===== config.mk =====
export PLATFORM = sky130hd
export DESIGN_NAME = midi_cmd_encoder_flat
export DESIGN_NICKNAME = d
export VERILOG_FILES = /design/src/rtl/midi_cmd_encoder_if.sv /design/src/rtl/midi_cmd_encoder.sv /design/src/flat_wrapper.sv
export SDC_FILE = /design/constraint.sdc
export NUM_CORES = 1
export LEC_CHECK = 0
export CORE_MARGIN = 3
export CORE_UTILIZATION = 45
export CTS_CLUSTER_DIAMETER = 150
export CTS_CLUSTER_SIZE = 8
export DETAILED_ROUTE_END_ITERATION = 10
export PLACE_DENSITY = 0.72
export SYNTH_ARGS = -nofsm -noshare
export SYNTH_HDL_FRONTEND = slang
export SYNTH_SLANG_ARGS = --single-unit

===== constraint.sdc =====
create_clock -name clk -period 4.7 [get_ports clk]
set_clock_uncertainty 0.05 [all_clocks]
set_input_delay 0.94 -clock clk [delete_from_list [all_inputs] [get_ports clk]]
set_output_delay 0.94 -clock clk [all_outputs]
set_load 0.05 [all_outputs]

===== src/rtl/midi_cmd_encoder_if.sv =====
// rtl/midi_cmd_encoder_if.sv - byte input / command word output bundle of the MIDI command encoder
interface midi_cmd_encoder_if;
   logic [7:0]  i_byte;
   logic        i_valid;
   logic        o_ready;
   logic [15:0] o_data;
   logic        o_valid;
   logic        o_err;
   logic [7:0]  o_drop_cnt;

   modport slave (
      input  i_byte, i_valid,
      output o_ready, o_data, o_valid, o_err, o_drop_cnt
   );

   modport master (
      output i_byte, i_valid,
      input  o_ready, o_data, o_valid, o_err, o_drop_cnt
   );
endinterface


===== src/rtl/midi_cmd_encoder.sv =====
// rtl/midi_cmd_encoder.sv - MIDI byte parser, command FIFO and gap-spaced word emitter
module midi_cmd_encoder #(
   parameter int FIFO_DEPTH = 8,
   parameter int GAP        = 2,
   parameter int CHANNEL    = 0,
   parameter int OMNI       = 0
) (
   input  logic              clk,
   input  logic              reset,
   midi_cmd_encoder_if.slave bus
);
   localparam int AW = $clog2(FIFO_DEPTH);
   localparam int CW = AW + 1;
   localparam int GW = $clog2(GAP + 1);

   typedef enum logic [1:0] {P_IDLE, P_D1, P_D2, P_SYX} p_state_t;
   typedef enum logic {E_IDLE, E_GAP} e_state_t;

   p_state_t       p_state_q, p_state_d;
   e_state_t       e_state_q, e_state_d;
   logic [7:0]     rs_q, rs_d;
   logic [6:0]     d1_q, d1_d;
   logic [AW-1:0]  wr_ptr_q, wr_ptr_d, rd_ptr_q, rd_ptr_d;
   logic [CW-1:0]  cnt_q, cnt_d;
   logic [GW-1:0]  gap_q, gap_d;
   logic [15:0]    data_q, data_d;
   logic           valid_q, valid_d;
   logic           err_q, err_d;
   logic [7:0]     drop_q, drop_d;

   logic [15:0]    mem [FIFO_DEPTH];
   logic           ready, hs, complete, push, pop, chan_ok;
   logic [6:0]     note, vel;
   logic [15:0]    push_word;

   assign ready   = (cnt_q != CW'(FIFO_DEPTH));
   assign hs      = bus.i_valid && ready;
   assign chan_ok = (OMNI != 0) || (rs_q[3:0] == 4'(CHANNEL));

   always_comb begin
      p_state_d = p_state_q;
      rs_d      = rs_q;
      d1_d      = d1_q;
      err_d     = 1'b0;
      drop_d    = drop_q;
      complete  = 1'b0;
      note      = 7'd0;
      vel       = 7'd0;
      push      = 1'b0;
      push_word = 16'h0000;

      // Realtime bytes (F8-FF) fall through every branch untouched.
      if (hs && (bus.i_byte < 8'hF8)) begin
         if (p_state_q == P_SYX) begin
            if (bus.i_byte == 8'hF7) p_state_d = P_IDLE;
         end else if (bus.i_byte == 8'hF0) begin
            p_state_d = P_SYX;
            rs_d      = 8'h00;
         end else if (bus.i_byte[7:4] == 4'hF) begin
            p_state_d = P_IDLE;
            rs_d      = 8'h00;
         end else if (bus.i_byte[7]) begin
            p_state_d = P_D1;
            rs_d      = bus.i_byte;
         end else begin
            case (p_state_q)
               P_IDLE: err_d = 1'b1;
               P_D1: begin
                  if (rs_q[7:5] == 3'b110) begin
                     complete = 1'b1;
                     note     = bus.i_byte[6:0];
                  end else begin
                     d1_d      = bus.i_byte[6:0];
                     p_state_d = P_D2;
                  end
               end
               default: begin
                  complete  = 1'b1;
                  note      = d1_q;
                  vel       = bus.i_byte[6:0];
                  p_state_d = P_D1;
               end
            endcase
         end
      end

      if (complete && chan_ok) begin
         if (rs_q[7:5] == 3'b100) begin
            // Note 0 marks a free bank and 127 collides with STOP_ALL.
            if (note == 7'd0 || note == 7'd127) begin
               if (drop_q != 8'hFF) drop_d = drop_q + 8'd1;
            end else begin
               push      = 1'b1;
               push_word = (rs_q[4] && vel != 7'd0) ? {1'b1, note, 1'b0, vel}
                                                    : {1'b0, note, 8'h00};
            end
         end else if (rs_q[7:4] == 4'hB && (note == 7'd120 || note == 7'd123)) begin
            push      = 1'b1;
            push_word = 16'h7F00;
         end
      end
   end

   always_comb begin
      e_state_d = e_state_q;
      gap_d     = gap_q;
      data_d    = 16'h0000;
      valid_d   = 1'b0;
      pop       = 1'b0;
      case (e_state_q)
         E_IDLE: begin
            if (cnt_q != '0) begin
               pop       = 1'b1;
               data_d    = mem[rd_ptr_q];
               valid_d   = 1'b1;
               gap_d     = GW'(GAP);
               e_state_d = E_GAP;
            end
         end
         default: begin
            gap_d = gap_q - GW'(1);
            if (gap_q == GW'(1)) e_state_d = E_IDLE;
         end
      endcase
      wr_ptr_d = wr_ptr_q + AW'(push);
      rd_ptr_d = rd_ptr_q + AW'(pop);
      cnt_d    = cnt_q + CW'(push) - CW'(pop);
   end

   always_ff @(posedge clk or negedge reset) begin
      if (!reset) begin
         p_state_q <= P_IDLE;
         e_state_q <= E_IDLE;
         rs_q      <= 8'h00;
         d1_q      <= 7'd0;
         wr_ptr_q  <= '0;
         rd_ptr_q  <= '0;
         cnt_q     <= '0;
         gap_q     <= '0;
         data_q    <= 16'h0000;
         valid_q   <= 1'b0;
         err_q     <= 1'b0;
         drop_q    <= 8'h00;
      end else begin
         p_state_q <= p_state_d;
         e_state_q <= e_state_d;
         rs_q      <= rs_d;
         d1_q      <= d1_d;
         wr_ptr_q  <= wr_ptr_d;
         rd_ptr_q  <= rd_ptr_d;
         cnt_q     <= cnt_d;
         gap_q     <= gap_d;
         data_q    <= data_d;
         valid_q   <= valid_d;
         err_q     <= err_d;
         drop_q    <= drop_d;
      end
   end

   always_ff @(posedge clk) begin
      if (push) mem[wr_ptr_q] <= push_word;
   end

   assign bus.o_ready    = ready;
   assign bus.o_data     = data_q;
   assign bus.o_valid    = valid_q;
   assign bus.o_err      = err_q;
   assign bus.o_drop_cnt = drop_q;
endmodule

===== src/flat_wrapper.sv =====
// flat-port wrapper written by rule: the top's interface ports become plain ports
module midi_cmd_encoder_flat 
#(
   parameter int FIFO_DEPTH = 8,
   parameter int GAP        = 2,
   parameter int CHANNEL    = 0,
   parameter int OMNI       = 0
)
  (clk, reset, bus_i_byte, bus_i_valid, bus_o_ready, bus_o_data, bus_o_valid, bus_o_err, bus_o_drop_cnt);
  midi_cmd_encoder_if bus_i ();
  input  logic clk;
  input  logic reset;
  input wire logic [$bits(bus_i.i_byte)-1:0] bus_i_byte;
  input wire logic [$bits(bus_i.i_valid)-1:0] bus_i_valid;
  output wire logic [$bits(bus_i.o_ready)-1:0] bus_o_ready;
  output wire logic [$bits(bus_i.o_data)-1:0] bus_o_data;
  output wire logic [$bits(bus_i.o_valid)-1:0] bus_o_valid;
  output wire logic [$bits(bus_i.o_err)-1:0] bus_o_err;
  output wire logic [$bits(bus_i.o_drop_cnt)-1:0] bus_o_drop_cnt;
  assign bus_i.i_byte = bus_i_byte;
  assign bus_i.i_valid = bus_i_valid;
  assign bus_o_ready = bus_i.o_ready;
  assign bus_o_data = bus_i.o_data;
  assign bus_o_valid = bus_i.o_valid;
  assign bus_o_err = bus_i.o_err;
  assign bus_o_drop_cnt = bus_i.o_drop_cnt;
  midi_cmd_encoder #(.FIFO_DEPTH(FIFO_DEPTH), .GAP(GAP), .CHANNEL(CHANNEL), .OMNI(OMNI)) u_core (.clk(clk), .reset(reset), .bus(bus_i));
endmodule

# Word level (Yosys, flattened, before mapping)

Memory sizes are Yosys's and may differ from the RTL's.
Index checks and enable logic that the tools add are counted.

Bitwise logic cells: 5
Reductions and logical operators: 19
Equality and inequality tests: 17
Magnitude comparators: 1
Multiplexer cells: 55
$add $sub $neg: 6

Operators by type and width:

| operator                                          | number |
|---|---|
| two-way mux 16 bit                                | 6 |
| two-way mux 7 bit                                 | 12 |
| two-way mux 8 bit                                 | 3 |
| two-way mux 1 bit                                 | 22 |
| equality test 7 bit, second input constant        | 3 |
| equality test 8 bit, second input constant        | 2 |
| two-way mux 2 bit                                 | 8 |
| two-way mux 15 bit                                | 1 |
| one-hot mux 7 bit (2 select lines)                | 1 |
| adder 8 x 1 -> 8 bit, second input constant       | 1 |
| equality test 4 bit, second input constant        | 2 |
| less-than comparator 8 bit, second input constant | 1 |
| != test 8 bit, second input constant              | 1 |
| AND reduction 4 bit                               | 2 |
| logical NOT 7 bit                                 | 1 |
| AND reduction 7 bit                               | 1 |
| nonzero test 7 bit                                | 1 |
| adder 3 x 1 -> 3 bit                              | 2 |
| equality test 3 bit, second input constant        | 2 |
| != test 6 x 3 -> 1 bit, second input constant     | 1 |
| logical AND 1 bit                                 | 5 |
| != test 5 x 2 -> 1 bit, second input constant     | 1 |
| inverter 1 bit                                    | 5 |
| adder 4 x 1 -> 4 bit                              | 1 |
| 16 further kinds                                  | 18 |

RAM bits: 128
Bits in registers: 56
Memories: 1
Output and inout bits: 27

Memory list:

| name       | words | width | read ports | clocked after Yosys merged registers in | write ports | RTL line               | source |
|---|---|---|---|---|---|---|---|
| u_core.mem | 8     | 16    | 1          | 0                                       | 1           | midi_cmd_encoder.sv:31 | `logic [15:0] mem [FIFO_DEPTH];` |

# Longest topological paths before layout

Gate-level depths: netlist of the first run.

Depth after elaboration: 16
Mapped depth: 13

# Least setup slack after synthesis of the first run

Ideal clock, no wire load.

Path kind: input to register
Start point: in bus_i_byte[7]
End point: mem u_core.mem[5][0], enable pin
Setup slack: 550 ps
Cell stages on the path: 7
Arrival: 3675 ps
Cell sequence: buf_2 -> a2111oi_4 -> nand2_2 -> xnor2_1 -> a31oi_1 -> buf_6 -> nor4_1

Cells in the longest elaborated chain, start to end: 13

Ends and longest elaborated chain:

| item                                                                                | RTL line                | source |
|---|---|---|
| from (decl)                                                                         | flat_wrapper.sv:13      | `input wire logic [$bits(bus_i.i_byte)-1:0] bus_i_byte;` |
| parallel branches: the longest is 10 deep, another holds less-than comparator 8 bit | -                       |  |
| two-way mux 1 bit (*)                                                               | midi_cmd_encoder.sv:87  | `if (complete && chan_ok) begin` |
| two-way mux 1 bit (*)                                                               | midi_cmd_encoder.sv:161 | `if (push) mem[wr_ptr_q] <= push_word;` |
| two-way mux 1 bit (not written as such) (*)                                         | midi_cmd_encoder.sv:161 |  |
| to (decl)                                                                           | midi_cmd_encoder.sv:31  |  |

Every way passes the cells marked *.

# Worst setup path after layout of the first run

Start point: in bus_i_byte[7]
End point: reg u_core.cnt_q[2]

Cells in the longest elaborated chain, start to end: 13

Ends and longest elaborated chain:

| item                                                                                | RTL line                | source |
|---|---|---|
| parallel branches: the longest is 10 deep, another holds less-than comparator 8 bit | -                       |  |
| two-way mux 1 bit (*)                                                               | midi_cmd_encoder.sv:87  |  |
| adder 4 x 1 -> 4 bit (*)                                                            | midi_cmd_encoder.sv:127 | `cnt_d = cnt_q + CW'(push) - CW'(pop);` |
| subtractor 4 x 1 -> 4 bit (*)                                                       | midi_cmd_encoder.sv:127 |  |
| named net u_core.cnt_d[2]                                                           | midi_cmd_encoder.sv:24  | `logic [CW-1:0] cnt_q, cnt_d;` |
| to (signal assigned)                                                                | midi_cmd_encoder.sv:151 | `cnt_q <= cnt_d;` |
| to (decl)                                                                           | midi_cmd_encoder.sv:24  |  |

Mark *: on every way through the listed nets, which the timed path passes.
A chain may end at the register's enable or synchronous reset.

==> metrics.sh, run 1 <==
RUN_STATUS='complete, no violations'
CLKPWRFRAC_PCT=30.0
CRITICAL_PATH_PEAK_FANOUT=11
POWER_REPORT.INTERNAL_TOTAL_mW=3.12
SYNTH.YOSYS.SEQ_AREA_SHARE_PCT=67.5
DRT-INITIAL-DRC-COUNT=303
ANTENNA_VIOLATIONS_BEFORE_REPAIR=0
SYNTHMOSTINSTANTIATEDCELL='edfxtp_1'
TIMING.FINAL.CRIT_PERIOD_NS=3.87
WIRE_PER_INST_UM=19.2
SYN_AREA_PER_CELL_UM2=15.9
SETUP.WORST_PATH.END_CLASS='flip-flop'
TOTALNEGATIVESETUPSLACK_NS=0
LAYOUT-AREA-OVERHEAD-VS-SYNTH_PCT=17.2
CLOCK_TRANSITION_AT_THE_REGISTERS_OF_THE_REPORTED_PATHS_NS=0.06
SEQPWRFRAC_PCT=45.2
NUM-FILL-CELLS=1272
SETUP.WORST_PATH.CLASS='input port to flip-flop'
CTS_RESIZED=0
FINALMAXSLEWVIOLATIONS=0
DRT_PASS1_ITERATIONS=6
PLACEMENT.CELL_AREA_UM2=8070
SYNTH_TOP_AREA_SHARE_PCT=48.8
PLACE.DETAILED.HPWL_UM=9370
NET_COUNT_FINAL=538
SYN_INST=463
ANTENNA-DIODE-COUNT=0
ROUTED_WIRELENGTH_UM=14200
CTS_NUM_SINKS=175
DIEWIDTH_UM=134
IO_BUFFERS=36
MAX_CAP_VIOL_COUNT=0
POSTCTSHOLDBUFS=0
FINALSETUPVIOLCOUNT=0
YOSYSWARNINGS=0
VIA_PER_INST=5.56
CLOCK-ROOT-BUFFER='clkbuf_16'
HOLD_CRIT_PATH_TYPE='flip-flop to flip-flop'
DRIVE_ABOVE_1_SHARE_PCT=20.3
LAYOUT.CELL_AREA.NON_FILLER_UM2=8650
TIMING.CRITICAL_PATH.FROM_TYPE='input port'
CLK_LATENCY_NS=0.42
NETSWITCHINGFRACTION_PCT=31.6
GRT_USE_TOTAL_PCT=16.8
FMAX_MHz=258
COMBPWRFRAC_PCT=24.9
CTS_TREE='built'
DIE_H_UM=134
SYNTH_SEQ_CELLS=175
MAX-SLEW-MARGIN-REL_PCT=30.2
SYNTH_ENABLE_FLOP_CELLS=120
POST_SYNTH_INSTANCE_AREA_UM2=7380
CORE_UM2=15900
CTS_BUFFER_COUNT=17
LAYOUT.CORE_UTILIZATION_PCT=54.2
IO_PINS=38
GRT_PASS1_WL_UM=22900
DETAILED_ROUTE_VIA_COUNT=4129
TIMING.CRITICAL_PATH.REQUIRED_NS=4.95
CTS-HTREE-LEVELS=4
FLOORPLAN.INITIALDENSITY_PCT=46.3
HOLD_VIOL=0
DIE-AREA_UM2=18000
TIGHTEST_PIN_TRANSITION_NS=1.05
SYNTHTOPCELLSBYAREA='edfxtp_1, dfrtp_1, mux4_2, mux2i_1, ha_1'
PREDOMINANT_POST_SYNTHESIS_FLOP_CELL='edfxtp_1'
LARGEST_NET_DEGREE_AT_THE_START_OF_GLOBAL_ROUTING=32
LEAKAGE_nW=3.37
GRT_PASS1_VIAS=4285
PEAKVDDDROP_V=0.000289
TIMING.CRITICAL_PATH.ARRIVAL_NS=4.12
OVERFLOW=0
SYNTH.CELLS.MOST_FREQUENT='edfxtp_1, dfrtp_1, nand2_1'
CTS_MAX_PATH_BUFFERS=2
FIN_CRIT_SH_PCT=82.4
POST-SYNTH-TOP-AREA-CELL='edfxtp_1'
STD_CELL_ROWS=46
GP_ROUTABILITY_CONGESTION=0.872
POWER.DENSITY_CELL_AREA_nW_PER_UM2=527
POSTSYNTHNETCOUNT=487
REMAINING_DRC_ERRORS=0
CTS_SETUP_BUFFERS=0
UNREPAIRED_SETUP_ENDPOINTS_AFTER_GLOBAL_ROUTING='no'
YOSYS.CELL_TYPES.COUNT=57
ANT_NETS=0
ASYNCSETRESETFLOPFRACSYNTH_PCT=31.4
P_SWITCHING_mW=1.44
## logic make-up (layout without fill, tap and decap cells)
kind of cell | after synthesis | count (layout) | synth area share [%]
compound gates | 43 | 43 | 4.49
xor+xnor | 11 | 11 | 1.31
fa+ha+maj | 13 | 13 | 2.31
buf+inv | 35 | 99 | 2.17
flops | 175 | 175 | 67.5
mux | 54 | 54 | 12.6
other cells | 1 | 1 | 0.0508
simple gates | 131 | 131 | 9.60
## placed cells by master (no fill, tap or decap), types with 15 or more instances in the layout
cell,instances
nand2_1,36
clkbuf_16,17
mux2i_1,16
dfrtp_1,54
inv_1,15
mux4_2,30
clkdlybuf4s50_1,35
o21ai_0,19
buf_4,16
edfxtp_1,120
nor2_1,27
## stage by stage
step                cells  worst slack (ns)  hold slack, ns  total power [mW]
finish                743             0.827           0.440              4.56
global placement      711             0.543           0.422              3.22
floorplan             463             0.550           0.400              2.92
CTS                   743             0.862           0.446              4.61
global route          743             0.682           0.474              4.78
detailed placement    711             0.431           0.436              3.24
## power by group through the flow
stage | Combinational [mW] | Sequential [mW] | Clock [mW]
after floorplan | 0.817 | 2.10 | 0
after global placement | 1.13 | 2.09 | 0
after detailed placement | 1.15 | 2.10 | 0
after CTS | 1.15 | 2.06 | 1.39
after global routing | 1.23 | 2.10 | 1.46
final | 1.13 | 2.06 | 1.37
## worst max-delay path, cell delays in order
cell and delay [ns]:
clkdlybuf4s50_1 0.65, a2111oi_4 0.56, nand3_2 0.18, o211ai_4 0.35
and2_1 0.48, nor2_1 0.13, ha_1 0.25, fa_1 0.40
xor2_1 0.17
## layout make-up
type                    count  area [um2]  area share (%)
clock buffers              20         447            5.17
clock inverters            12         134            1.55
inverters                  15        56.3           0.651
multi-input cells         253        2280            26.4
flip-flops and latches    175        4980            57.6
well taps                 216         270            3.13
repair buffers             52         475            5.50
## sequential cells by signal (all words and copies together), names as in the netlist, 2 cells and up
name,cells
u_core.mem,120
u_core.bus.o_data,15
u_core.bus.o_drop_cnt,8
u_core.rs_q,8
u_core.d1_q,7
u_core.cnt_q,4
u_core.rd_ptr_q,3
u_core.wr_ptr_q,3
u_core.gap_q,2
u_core.p_state_q,2
## path summary, 6_finish.rpt
check                           slack (ns)                              to  cells after the start                       startpoint
worst max register to register        1.18       u_core.cnt_q[2]$_DFF_PN0_                      9  u_core.p_state_q[1]$_DFFE_PN0P_
worst min register to register        0.44      u_core.rs_q[2]$_DFFE_PN0P_                      2       u_core.rs_q[2]$_DFFE_PN0P_
worst max-delay path                  0.83       u_core.cnt_q[2]$_DFF_PN0_                      9                    bus_i_byte[7]
worst min-delay path                  0.44      u_core.rs_q[2]$_DFFE_PN0P_                      2       u_core.rs_q[2]$_DFFE_PN0P_
min in group asynchronous             0.47  u_core.bus.o_data[6]$_DFF_PN0_                      1                            reset
max in group asynchronous             3.26    u_core.rd_ptr_q[0]$_DFF_PN0_                      2                            reset
## per-layer routing
metal | global-route usage [%] | wire (um)
met5 | 0 | 0
met3 | 4.65 | 879
met4 | 5.15 | 231
met2 | 27.4 | 7080
met1 | 22.3 | 6050
(Power assumes the default switching activity.)
==> run 2: changes to the inputs <==
Clock period 4.7 ns to 3.8 ns, I/O delays scaled along.
==> run 2 against run 1 <==
Compared with the run above:
- combinational power up 32%
- largest cell class unchanged
- critical endpoint is now u_core.mem[6][12]$_DFFE_PP_
- design area grew 1.0%
- die area unchanged
- highest routed layer unchanged
==> metrics.sh, run 2 (same netlist as run 1, synthesis figures left out) <==
RUN_STATUS='complete, no violations'
SETUP.WORST_PATH.END_CLASS='flip-flop'
LAYOUT.CELLS.MOST_COMMON='edfxtp_1'
TIGHTEST_PIN_TRANSITION_NS=1.03
VIA_PER_INST=5.56
DETAILED_ROUTE_VIA_COUNT=4195
MAX-SLEW-MARGIN-REL_PCT=30.7
NUM-FILL-CELLS=1266
PEAKVDDDROP_V=0.000399
ROUTED_WIRELENGTH_UM=14900
CTS_RESIZED=0
MAX_CAP_VIOL_COUNT=0
PLACE.DETAILED.HPWL_UM=9970
DIEWIDTH_UM=134
REG2REG_TO='u_core.mem[6][12]$_DFFE_PP_'
CRITICAL-PATH-TOP-DELAY-FAMILY='compound AO/OA/AOI/OAI gates'
CLOCK_TRANSITION_AT_THE_REGISTERS_OF_THE_REPORTED_PATHS_NS=0.06
TOTALNEGATIVESETUPSLACK_NS=0
ANTENNA-DIODE-COUNT=0
HOLD_CRIT_PATH_TYPE='input port to asynchronous set/reset pin'
CTS_BUFFER_COUNT=17
STD_CELL_ROWS=46
CRITICAL_PATH.REG2REG.STARTPOINT='u_core.p_state_q[1]$_DFFE_PN0P_'
LAYOUT-AREA-OVERHEAD-VS-SYNTH_PCT=18.4
ANTENNA_VIOLATIONS_BEFORE_REPAIR=0
OVERFLOW=0
CTS_SETUP_BUFFERS=0
FLOORPLAN.INITIALDENSITY_PCT=46.3
FIN_HOLD_WS_NS=0.406
DRIVE_ABOVE_1_SHARE_PCT=21.3
CLOCK-ROOT-BUFFER='clkbuf_16'
IO_BUFFERS=36
DRT-INITIAL-DRC-COUNT=318
GRTUSAGEMET2_PCT=28.2
TIMING.CRITICAL_PATH.FROM_TYPE='input port'
LARGEST_NET_DEGREE_AT_THE_START_OF_GLOBAL_ROUTING=34
MULTI_INPUT_COMB_AREA_UM2=2280
DIE-AREA_UM2=18000
FINALSETUPVIOLCOUNT=0
R2R_SLACK_NS=0.73
REMAINING_DRC_ERRORS=0
REG2REGPATHDEPTH=7
MOST_FREQUENT_CELLS_IN_THE_LAYOUT='edfxtp_1, dfrtp_1, nand2_1'
SETUP.WORST_PATH.CLASS='input port to flip-flop'
CLK_LATENCY_NS=0.42
TIMING.FINAL.CRIT_PERIOD_NS=3.13
WORST_PATH_LARGEST_CELL_DELAY_NS=0.82
ANT_NETS=0
SLOWEST_STAGE='o21ai_0'
FIN_CRIT_SH_PCT=82.4
GRTUSAGEMET3_PCT=5.14
LEAKAGE_nW=3.42
USE_MET1_PCT=23.2
POWER.DENSITY_CELL_AREA_nW_PER_UM2=651
CELLS_TRAVERSED_ALONG_THE_WORST_TIMING_PATH='clkdlybuf4s50_1 -> nor4_1 -> nand2_1 -> a22o_1 -> o211ai_4 -> or2_2 -> o21ai_0'
CORE_UM2=15900
GRT_PASS1_WL_UM=24100
FINALMAXSLEWVIOLATIONS=0
WORSTPATHBUFFERINVERTERCOUNT=1
CRITICAL_PATH_PEAK_FANOUT=8
WIRE_PER_INST_UM=19.7
IO_PINS=38
TOP_USAGE_LAYER='met2'
CTS-HTREE-LEVELS=4
TOP_REGISTER='u_core.mem'
UNREPAIRED_SETUP_ENDPOINTS_AFTER_GLOBAL_ROUTING='no'
POSTCTSHOLDBUFS=0
GRT_PASS1_VIAS=4447
TIMING.CRITICAL_PATH.ARRIVAL_NS=3.16
DRT_PASS1_ITERATIONS=5
LARGEST_REG_FLOPS=120
CTS_TREE='built'
NET_COUNT_FINAL=550
FMAX_MHz=319
HOLD_VIOL=0
CTS_NUM_SINKS=175
GP_ROUTABILITY_CONGESTION=0.889
GRT_USE_TOTAL_PCT=17.7
TIMING.CRITICAL_PATH.REQUIRED_NS=3.83
LAYOUT.AREA.SEQ_UM2=4980
DIE_H_UM=134
CTS_MAX_PATH_BUFFERS=2
run 2: layer usage:
metal	wire length, um	share of wire, %
met3	744	5.0
met2	7280	49
met4	313	2.1
met1	6570	44
met5	0	0
run 2: how the worst max path moves through the flow:
stage | slack, ns | endpoint | from | depth (start not counted)
5_1_grt | 0.43 | u_core.mem[5][12]$_DFFE_PP_ | u_core.p_state_q[1]$_DFFE_PN0P_ | 7
3_3_place_gp | 0.36 | u_core.cnt_q[2]$_DFF_PN0_ | bus_i_byte[0] | 10
3_5_place_dp | 0.27 | u_core.mem[4][12]$_DFFE_PP_ | bus_i_byte[0] | 7
4_1_cts | 0.63 | bus_o_ready | u_core.cnt_q[2]$_DFF_PN0_ | 5
2_1_floorplan | -0.17 | u_core.mem[5][0]$_DFFE_PP_ | bus_i_byte[7] | 7
6_report | 0.67 | u_core.mem[6][12]$_DFFE_PP_ | bus_i_byte[0] | 7
run 2: power breakdown:
group	switching (mW)	internal (mW)	total, mW
sequential	0.275	2.22	2.50
clock	0.665	1.03	1.70
combinational	0.818	0.671	1.49
run 2: metrics by stage:
step	cells	utilization (%)	instance area [um2]	power (mW)	setup slack, ns
2_1_floorplan	463	-	7380	3.61	-0.170
3_3_place_gp	723	51.2	8160	4.02	0.363
3_5_place_dp	723	51.2	8160	4.05	0.267
4_1_cts	755	54.8	8740	5.75	0.631
5_1_grt	755	54.8	8740	5.98	0.430
6_report	755	54.8	8740	5.69	0.668
run 2: final cells by class:
class / instances / area share, %
Clock buffer: 26 / 5.71
Clock inverter: 6 / 0.931
Inverter: 15 / 0.645
Multi-Input combinational cell: 253 / 26.1
Sequential cell: 175 / 57.0
Tap cell: 216 / 3.09
Timing Repair Buffer: 64 / 6.47
